`src/rtl/section_meter_pkg.sv`:
```
// Shared helpers for the section meters: accumulator init values and channel slicing.
// Widths up to MAX_WIDTH bits are supported; callers truncate results to their own WIDTH.
package section_meter_pkg;

    localparam int MAX_WIDTH = 64;

    // Initial running minimum: all ones when unsigned, most positive value when signed.
    function automatic logic [MAX_WIDTH-1:0] min_init(input int width, input bit is_signed);
        logic [MAX_WIDTH-1:0] all_ones;
        all_ones = '1;
        if (is_signed)
            return all_ones >> (MAX_WIDTH - width + 1);
        else
            return all_ones >> (MAX_WIDTH - width);
    endfunction

    // Initial running maximum: zero when unsigned, most negative value when signed.
    function automatic logic [MAX_WIDTH-1:0] max_init(input int width, input bit is_signed);
        logic [MAX_WIDTH-1:0] one;
        one = 1;
        if (is_signed)
            return one << (width - 1);
        else
            return '0;
    endfunction

    // LSB position of a channel inside a packed multi-channel bus.
    function automatic int lane_lsb(input int lane, input int width);
        return lane * width;
    endfunction

endpackage

```
`src/rtl/section_min_max_lane.sv`:
```
// One channel of the section meter: running min/max accumulators plus the result registers.
// Optional absolute-peak output is built only when SECTION_MIN_MAX_PEAK_EN is defined.
module section_min_max_lane
    import section_meter_pkg::*;
#(
    parameter int WIDTH  = 16,
    parameter int SIGNED = 0
) (
    input  logic             clk,
    input  logic             reset,
    input  logic             i_accept,
    input  logic             i_last,
    input  logic [WIDTH-1:0] i_sample,
    output logic [WIDTH-1:0] o_min,
    output logic [WIDTH-1:0] o_max
`ifdef SECTION_MIN_MAX_PEAK_EN
    ,
    output logic [WIDTH-1:0] o_peak
`endif
);

    localparam logic [WIDTH-1:0] MIN_INIT = WIDTH'(min_init(WIDTH, SIGNED != 0));
    localparam logic [WIDTH-1:0] MAX_INIT = WIDTH'(max_init(WIDTH, SIGNED != 0));

    logic [WIDTH-1:0] r_min;
    logic [WIDTH-1:0] r_max;
    logic [WIDTH-1:0] r_out_min;
    logic [WIDTH-1:0] r_out_max;
    logic             w_lt_min;
    logic             w_gt_max;
    logic [WIDTH-1:0] w_new_min;
    logic [WIDTH-1:0] w_new_max;

    // Strict comparisons so that equal samples leave the running values untouched.
    always_comb begin
        if (SIGNED != 0) begin
            w_lt_min = $signed(i_sample) < $signed(r_min);
            w_gt_max = $signed(i_sample) > $signed(r_max);
        end else begin
            w_lt_min = i_sample < r_min;
            w_gt_max = i_sample > r_max;
        end
        w_new_min = w_lt_min ? i_sample : r_min;
        w_new_max = w_gt_max ? i_sample : r_max;
    end

    always_ff @(posedge clk) begin
        if (reset) begin
            r_min     <= MIN_INIT;
            r_max     <= MAX_INIT;
            r_out_min <= MIN_INIT;
            r_out_max <= MAX_INIT;
        end else if (i_accept) begin
            if (i_last) begin
                r_out_min <= w_new_min;
                r_out_max <= w_new_max;
                r_min     <= MIN_INIT;
                r_max     <= MAX_INIT;
            end else begin
                r_min     <= w_new_min;
                r_max     <= w_new_max;
            end
        end
    end

    assign o_min = r_out_min;
    assign o_max = r_out_max;

`ifdef SECTION_MIN_MAX_PEAK_EN
    logic [WIDTH-1:0] r_out_peak;
    logic [WIDTH-1:0] w_mag_min;
    logic [WIDTH-1:0] w_mag_max;
    logic [WIDTH-1:0] w_peak;

    // The most negative value has no positive twin, so its magnitude saturates.
    function automatic logic [WIDTH-1:0] magnitude(input logic [WIDTH-1:0] v);
        if (v == MAX_INIT)
            return MIN_INIT;
        else if (v[WIDTH-1])
            return -v;
        else
            return v;
    endfunction

    always_comb begin
        w_mag_min = magnitude(w_new_min);
        w_mag_max = magnitude(w_new_max);
        if (SIGNED != 0)
            w_peak = (w_mag_min > w_mag_max) ? w_mag_min : w_mag_max;
        else
            w_peak = w_new_max;
    end

    always_ff @(posedge clk) begin
        if (reset)
            r_out_peak <= '0;
        else if (i_accept && i_last)
            r_out_peak <= w_peak;
    end

    assign o_peak = r_out_peak;
`endif

endmodule

```
`src/rtl/section_min_max_multi.sv`:
```
// Multi-channel section min/max meter with a double-buffered result (no dead cycle between sections).
// Define SECTION_MIN_MAX_PEAK_EN to add the per-channel absolute-peak output.
module section_min_max_multi
    import section_meter_pkg::*;
#(
    parameter int WIDTH        = 16,
    parameter int CHANNELS     = 2,
    parameter int SAMPLE_COUNT = 16,
    parameter int SIGNED       = 0
) (
    input  logic                      clk,
    input  logic                      reset,
    input  logic                      i_valid,
    output logic                      i_ready,
    input  logic [CHANNELS*WIDTH-1:0] i_value,
    output logic                      o_valid,
    input  logic                      o_ready,
    output logic [CHANNELS*WIDTH-1:0] o_min_value,
    output logic [CHANNELS*WIDTH-1:0] o_max_value
`ifdef SECTION_MIN_MAX_PEAK_EN
    ,
    output logic [CHANNELS*WIDTH-1:0] o_peak_value
`endif
);

    localparam int               CNT_W    = (SAMPLE_COUNT > 1) ? $clog2(SAMPLE_COUNT) : 1;
    localparam logic [CNT_W-1:0] LAST_IDX = CNT_W'(SAMPLE_COUNT - 1);

    logic [CNT_W-1:0] r_count;
    logic             r_valid;
    logic             w_last;
    logic             w_accept;
    logic             w_last_accept;

    // Only the closing beat must wait, and only if the previous result is still unread.
    assign w_last        = (r_count == LAST_IDX);
    assign i_ready       = !(w_last && r_valid && !o_ready);
    assign w_accept      = i_valid && i_ready;
    assign w_last_accept = w_accept && w_last;
    assign o_valid       = r_valid;

    always_ff @(posedge clk) begin
        if (reset) begin
            r_count <= '0;
            r_valid <= 1'b0;
        end else begin
            if (w_accept)
                r_count <= w_last ? '0 : r_count + 1'b1;
            if (w_last_accept)
                r_valid <= 1'b1;
            else if (o_ready)
                r_valid <= 1'b0;
        end
    end

    for (genvar k = 0; k < CHANNELS; k++) begin : g_lane
        section_min_max_lane #(
            .WIDTH  (WIDTH),
            .SIGNED (SIGNED)
        ) u_lane (
            .clk      (clk),
            .reset    (reset),
            .i_accept (w_accept),
            .i_last   (w_last),
            .i_sample (i_value[lane_lsb(k, WIDTH) +: WIDTH]),
            .o_min    (o_min_value[lane_lsb(k, WIDTH) +: WIDTH]),
            .o_max    (o_max_value[lane_lsb(k, WIDTH) +: WIDTH])
`ifdef SECTION_MIN_MAX_PEAK_EN
            ,
            .o_peak   (o_peak_value[lane_lsb(k, WIDTH) +: WIDTH])
`endif
        );
    end

endmodule

```
`config.mk`:
```
export PLATFORM = sky130hd
export DESIGN_NAME = section_min_max_multi
export DESIGN_NICKNAME = d
export VERILOG_FILES = /design/src/rtl/section_meter_pkg.sv /design/src/rtl/section_min_max_lane.sv /design/src/rtl/section_min_max_multi.sv
export SDC_FILE = /design/constraint.sdc
export NUM_CORES = 1
export LEC_CHECK = 0
export ABC_AREA = 1
export CAP_MARGIN = 30
export CELL_PAD_IN_SITES_DETAIL_PLACEMENT = 1
export CELL_PAD_IN_SITES_GLOBAL_PLACEMENT = 1
export CORE_MARGIN = 2
export CORE_UTILIZATION = 35
export DETAILED_ROUTE_END_ITERATION = 10
export GPL_ROUTABILITY_DRIVEN = 0
export PLACE_DENSITY_LB_ADDON = 0.2
export SYNTH_ARGS = -nofsm -noshare
export SYNTH_HDL_FRONTEND = slang
export SYNTH_HIERARCHICAL = 1
export SYNTH_SLANG_ARGS = --single-unit
```
`constraint.sdc`:
```
create_clock -name clk -period 2.1 [get_ports clk]
set_input_delay 0.21 -clock clk [delete_from_list [all_inputs] [get_ports clk]]
set_output_delay 0.21 -clock clk [all_outputs]
set_load 0.01 [all_outputs]
```
==> results of run 1 <==
## metal layers
metal / global-route usage [%] / share of wire (%)
met2: 33.52 / 46
met1: 27.43 / 50
met3: 3.242 / 3.2
met4: 5.519 / 0.96
met5: 0 / 0
## how the worst max path moves through the flow
| stage | to | depth (start not counted) | start |
|---|---|---|---|
| 3_5_place_dp | g_lane[0].u_lane/r_max[4] | 12 | i_value[9] |
| 5_1_grt | g_lane[0].u_lane/r_max[0] | 10 | g_lane[0].u_lane/r_max[10] |
| 3_3_place_gp | g_lane[1].u_lane/r_max[0] | 12 | i_value[25] |
| 6_report | i_ready | 5 | r_count[0] |
| 4_1_cts | i_ready | 5 | r_count[0] |
| 2_1_floorplan | g_lane[0].u_lane/o_max[10] | 13 | r_count[0] |
## registers in the layout, summed over array words and instances (netlist names)
register and count:
r_count 4, g_lane.u_lane/r_min 32, g_lane.u_lane/o_min 32, g_lane.u_lane/r_max 32, g_lane.u_lane/o_max 32, o_valid 1
## per-stage QoR
| stage | util, % | hold slack, ps | worst slack [ps] |
|---|---|---|---|
| after floorplan | - | 279.1 | 81.69 |
| after global placement | 43.09 | 437.9 | -141.6 |
| after detailed placement | 43.09 | 442.4 | -161.1 |
| after CTS | 45.83 | 271.0 | 82.77 |
| after global routing | 46.29 | 299.3 | -11.56 |
| final | 46.29 | 293.2 | 113.5 |
## cell type report
class / count / area (µm²)
clock buffer: 25 / 505.5
inverter: 158 / 593.1
fill: 2623 / 11290
clock inverter: 4 / 70.07
tap: 275 / 344.1
sequential: 133 / 2663
multi-input combinational: 753 / 4079
timing repair buffer: 144 / 1478
## where the power goes
part / switching (mW) / internal, mW
registers: 0.0632 / 2.64
clock network: 1.09 / 1.88
logic: 0.875 / 0.574
total: 2.03 / 5.10
## critical path, stage by stage, from the launching register on
cell and delay (ps):
dfxtp_1 370, ha_2 230, nand2_2 70, nor2_4 120, nand2_4 80, clkdlybuf4s50_1 480
## cell families (layout without fill, tap and decap cells)
kind of cell	Yosys count	after routing	share of synthesized area, %
simple gates	602	602	36.75
buf+inv	200	331	11.06
flops	133	133	35.54
compound gates	87	87	6.013
fa+ha+maj	63	63	10.52
xor+xnor	1	1	0.1169
## timing repair
action	4_1_cts	5_1_grt
hold buffers	0	0
setup buffers	0	1
resized for setup	0	15
endpoints found under the setup margin	0	26
## cells in the final DEF, fill, tap and decap left out, types with 17 or more instances in the layout
cell,Yosys,final
inv_1,153,153
ha_1,63,60
clkbuf_16,0,17
nand2_1,315,314
dfxtp_1,133,133
clkdlybuf4s50_1,0,100
nor2_1,20,20
nand2_2,23,24
a21oi_1,74,72
buf_4,8,29
nand3_1,213,211
==> impl_metrics.csv, run 1 <==
group,metric,value,unit
yosys,ys_ff_latch,133,
drt,routedWlPerCell,14.81,µm
drt,via_per_inst,4.885,
global_routing,antenna_found_initial,0,
timing,hold_viol,0,
drt,num_vias,7289,
yosys,synth_area,7491,µm²
yosys,synth_flop_cell,"dfxtp_1",
clock_network,clk_pin_slew_worst_paths,60,ps
setup_path,rr_startpoint,"g_lane[1].u_lane/r_max[11]",
power_and_ir_drop,irDropWorstVdd,501.3,µV
flow_run,cap_violations,0,
timing,rsz0062_at_grt,"yes",
global_routing,grt_max_degree,42,
drt,drc,0,
setup_path,worst-endpoint-arrival,1780,ps
timing,tightest_slew,504.0,ps
global_routing,grt_first_pass_wirelength,36.51,mm
place,io_buffers,101,
timing,worst_clock_skew,6.177,ps
hold_path,min-delay-start,"reset",
global_routing,globalRouteTotalUtil,20.29,%
power_and_ir_drop,finalPower,7.132,mW
yosys,postSynthAreaPerCell,6.898,µm²
place,placedInstanceArea,9059,µm²
cells_and_area,final_cell_area,9732,µm²
cells_and_area,finalNetCount,1306,
clock_network,clockBufferDepth,2,
clock_network,cts-root-buf,"clkbuf_16",
timing,period_needed,1986,ps
timing,finalMaxSlewViolations,0,
drt,ant_nets,0,
timing,setup_viol,0,
clock_network,clkLatencyLatePin,420,ps
setup_path,crit_fanout,5,
timing,maxSlewHeadroom,66.40,%
setup_path,required,1890,ps
setup_path,rr_worst_depth,10,
global_routing,grt_overflow,0,
place,place_inst,1462,
hold_path,hold_path_end,"g_lane[1].u_lane/r_max[9]",
cells_and_area,drive_gt1_share,10.60,%
place,hpwl,16.14,mm
yosys,synthTopCellsByCount,"315 x nand2_1, 213 x nand3_1, 153 x inv_1",
setup_path,path_class,"reg2out",
timing,fmax,503.4,MHz
yosys,synth_largest_area_cell,"dfxtp_1",
hold_path,hold_depth,2,
setup_path,r2r_slack,130,ps
cells_and_area,final_cells,1492,
setup_path,cp-start-kind,"register",
yosys,synth-edff-count,0,
power_and_ir_drop,p_leak,4.900,nW
die,die_w,150.3,µm
yosys,ys_types,26,
clock_network,numCtsBuffers,17,
cells_and_area,area_delta_synth_final,29.91,%
die,die-area,22590,µm²
die,chipHeight,150.3,µm
yosys,netlist_instances,1086,
timing,fin_crit_sh,94.59,%
yosys,yosys_warnings,6,
setup_path,r2r_end,"g_lane[1].u_lane/r_max[2]",
drt,drtIter0Drc,289,
die,initial_core_util,35.63,%
cells_and_area,diodes,0,
yosys,yosysSeqAreaShare,35.54,%
yosys,synth-async-reset-ratio,0,%
yosys,synth.most_common_cell,"nand2_1",
die,fp.coreArea,21020,µm²
die,ios,102,
power_and_ir_drop,p_per_area,732.8,nW/µm²
yosys,syn_nets,1185,
timing,finalSetupTns,0,ps
global_routing,grt_pass1_vias,7592,
yosys,yosysTopAreaCellShare,35.54,%
setup_path,end_kind,"primary output",
outcome,outcome,"completed",
yosys,synthTopCellsByArea,"dfxtp_1 36%, nand2_1 16%, nand3_1 14%",
drt,drt_wl_total,22.10,mm
clock_network,cts.sinks,133,
clock_network,cts_tree,"yes",
die,rows,53,
hold_path,hp-class,"in2reg",
clock_network,cts_max_level,4,
drt,firstDrtPassIters,5,
Note: power is estimated with default switching activity, not from simulation.
==> run 2, diff against run 1 <==
CELL_PAD_IN_SITES_DETAIL_PLACEMENT = not set   (was 1)
CELL_PAD_IN_SITES_GLOBAL_PLACEMENT = not set   (was 1)
SLEW_MARGIN = 10   (was not set)
==> run 2 against run 1 <==
Global-route usage fell by 2.3 points. Flip-flop and latch count did not move. Worst setup slack improved by 34 ps. Sequential power barely moved. Clock skew rose by 1.7 ps. Clock power fell by 3%. Cell count fell by 0.20%. Die area did not move. First-iteration DRC count rose by 80%. Non-clock buffer count fell by 5.
==> impl_metrics.csv, run 2 (synthesis gave the netlist of run 1 again) <==
group,metric,value,unit
setup_path,end_kind,"primary output",
cells_and_area,diodes,0,
clock_network,clockBufferDepth,2,
clock_network,post-cts-setup-buffers,0,
cells_and_area,area.sequential,2664,µm²
clock_network,cts.sinks,133,
die,die-area,22590,µm²
timing,fin_crit_sh,92.95,%
flow_run,cap_violations,0,
timing,holdWs,239.0,ps
clock_network,cts_hold_buffers,0,
place,hpwl,14.31,mm
power_and_ir_drop,p_leak,4.866,nW
timing,finalMaxSlewViolations,0,
timing,setup_viol,0,
die,chipHeight,150.3,µm
cells_and_area,final_common_cell,"nand2_1",
clock_network,clkLatencyLatePin,420,ps
cells_and_area,area_delta_synth_final,28.81,%
setup_path,critPathSlowestCell,"clkdlybuf4s50_1",
timing,rsz0062_at_grt,"no",
timing,worst_clock_skew,7.863,ps
drt,met2_length,8.731,mm
clock_network,cts-root-buf,"clkbuf_16",
timing,period_needed,1952,ps
drt,firstDrtPassIters,5,
cells_and_area,mostFrequentLayoutCells,"315 x nand2_1, 213 x nand3_1, 153 x inv_1",
power_and_ir_drop,irDropWorstVdd,525.3,µV
setup_path,crit_fanout,5,
global_routing,grt_overflow,0,
outcome,outcome,"completed",
setup_path,required,1890,ps
place,dp_slack,-175.6,ps
setup_path,cp-start-kind,"register",
global_routing,globalRouteTotalUtil,18.03,%
drt,drc,0,
place,io_buffers,101,
drt,ant_nets,0,
global_routing,grt_pass1_vias,6661,
timing,worst_slack,148.0,ps
clock_network,clk_pin_slew_worst_paths,60,ps
drt,met1Wirelength,10.21,mm
drt,routedWlPerCell,13.50,µm
die,ios,102,
drt,drt_wl_total,20.10,mm
drt,highest_layer,"met4",
clock_network,cts_max_level,4,
cells_and_area,n_fill_cell,2143,
global_routing,grt_max_degree,42,
clock_network,cts_resized,0,
clock_network,cts_tree,"yes",
timing,maxSlewHeadroom,69.25,%
die,die_w,150.3,µm
clock_network,numCtsBuffers,17,
drt,drtIter0Drc,519,
cells_and_area,finalNetCount,1301,
drt,num_vias,7056,
drt,via_per_inst,4.739,
die,rows,53,
setup_path,path_class,"reg2out",
cells_and_area,drive_gt1_share,9.802,%
setup_path,path_cells,"ha_2, nand2_2, nor2_4, nand2_4, clkdlybuf4s50_1",
timing,hold_viol,0,
power_and_ir_drop,p_per_area,722.6,nW/µm²
global_routing,grt_first_pass_wirelength,32.37,mm
global_routing,antenna_found_initial,0,
die,fp.coreArea,21020,µm²
timing,fmax,512.3,MHz
cells_and_area,multi_input_area,4021,µm²
setup_path,crit_path_max_incr_delay,480,ps
drt,met3WireLength,947,µm
setup_path,worst-endpoint-arrival,1740,ps
hold_path,hp-class,"in2reg",
timing,tightest_slew,461.3,ps
die,initial_core_util,35.63,%
[run 2: worst max-delay path: cells and delay by family, from the launching register on]
kind,cells,cell delay (ps)
fa+ha+maj,1,210
simple gates,3,260
buf+inv,1,480
flops,1,360
[run 2: path summary, 6_finish.rpt]
kind                            cells after the start  slack, ps                 startpoint                          to
worst max-delay path                                5        150                 r_count[1]                     i_ready
worst min-delay path                                2        240                      reset                  r_count[2]
worst max register to register                     11        160                 r_count[1]  g_lane[1].u_lane/r_min[13]
worst min register to register                      2        450  g_lane[1].u_lane/o_max[8]   g_lane[1].u_lane/o_max[8]
[run 2: layout make-up]
type	count	share of cell area (%)
Multi-Input combinational cell	753	41.68
Sequential cell	133	27.61
Timing Repair Buffer	139	15.21
Inverter	158	6.146
Clock buffer	22	4.707
Tap cell	275	3.566
Clock inverter	9	1.089
[run 2: report_power, final]
part           internal (mW)  total, mW  switching [mW]
registers               2.64       2.70          0.0594
logic                  0.552       1.39           0.833
clock network           1.77       2.88            1.12
[run 2: per-stage QoR]
stage               TNS, ps  power [mW]  cell area (µm²)  std cells  util (%)
floorplan                 0       3.706             7491       1086         -
global placement     -12690       4.088             9014       1456     42.88
detailed placement   -12840       4.109             9014       1456     42.88
CTS                       0       7.018             9573       1487     45.54
global route              0       7.372             9649       1489     45.90
finish                    0       6.973             9649       1489     45.90
[run 2: layer usage]
metal / global-route usage [%] / up-vias
li1: - / 3713
met1: 24.85 / 3162
met2: 28.32 / 168
met3: 4.030 / 13
met4: 4.953 / 0
met5: 0 / -
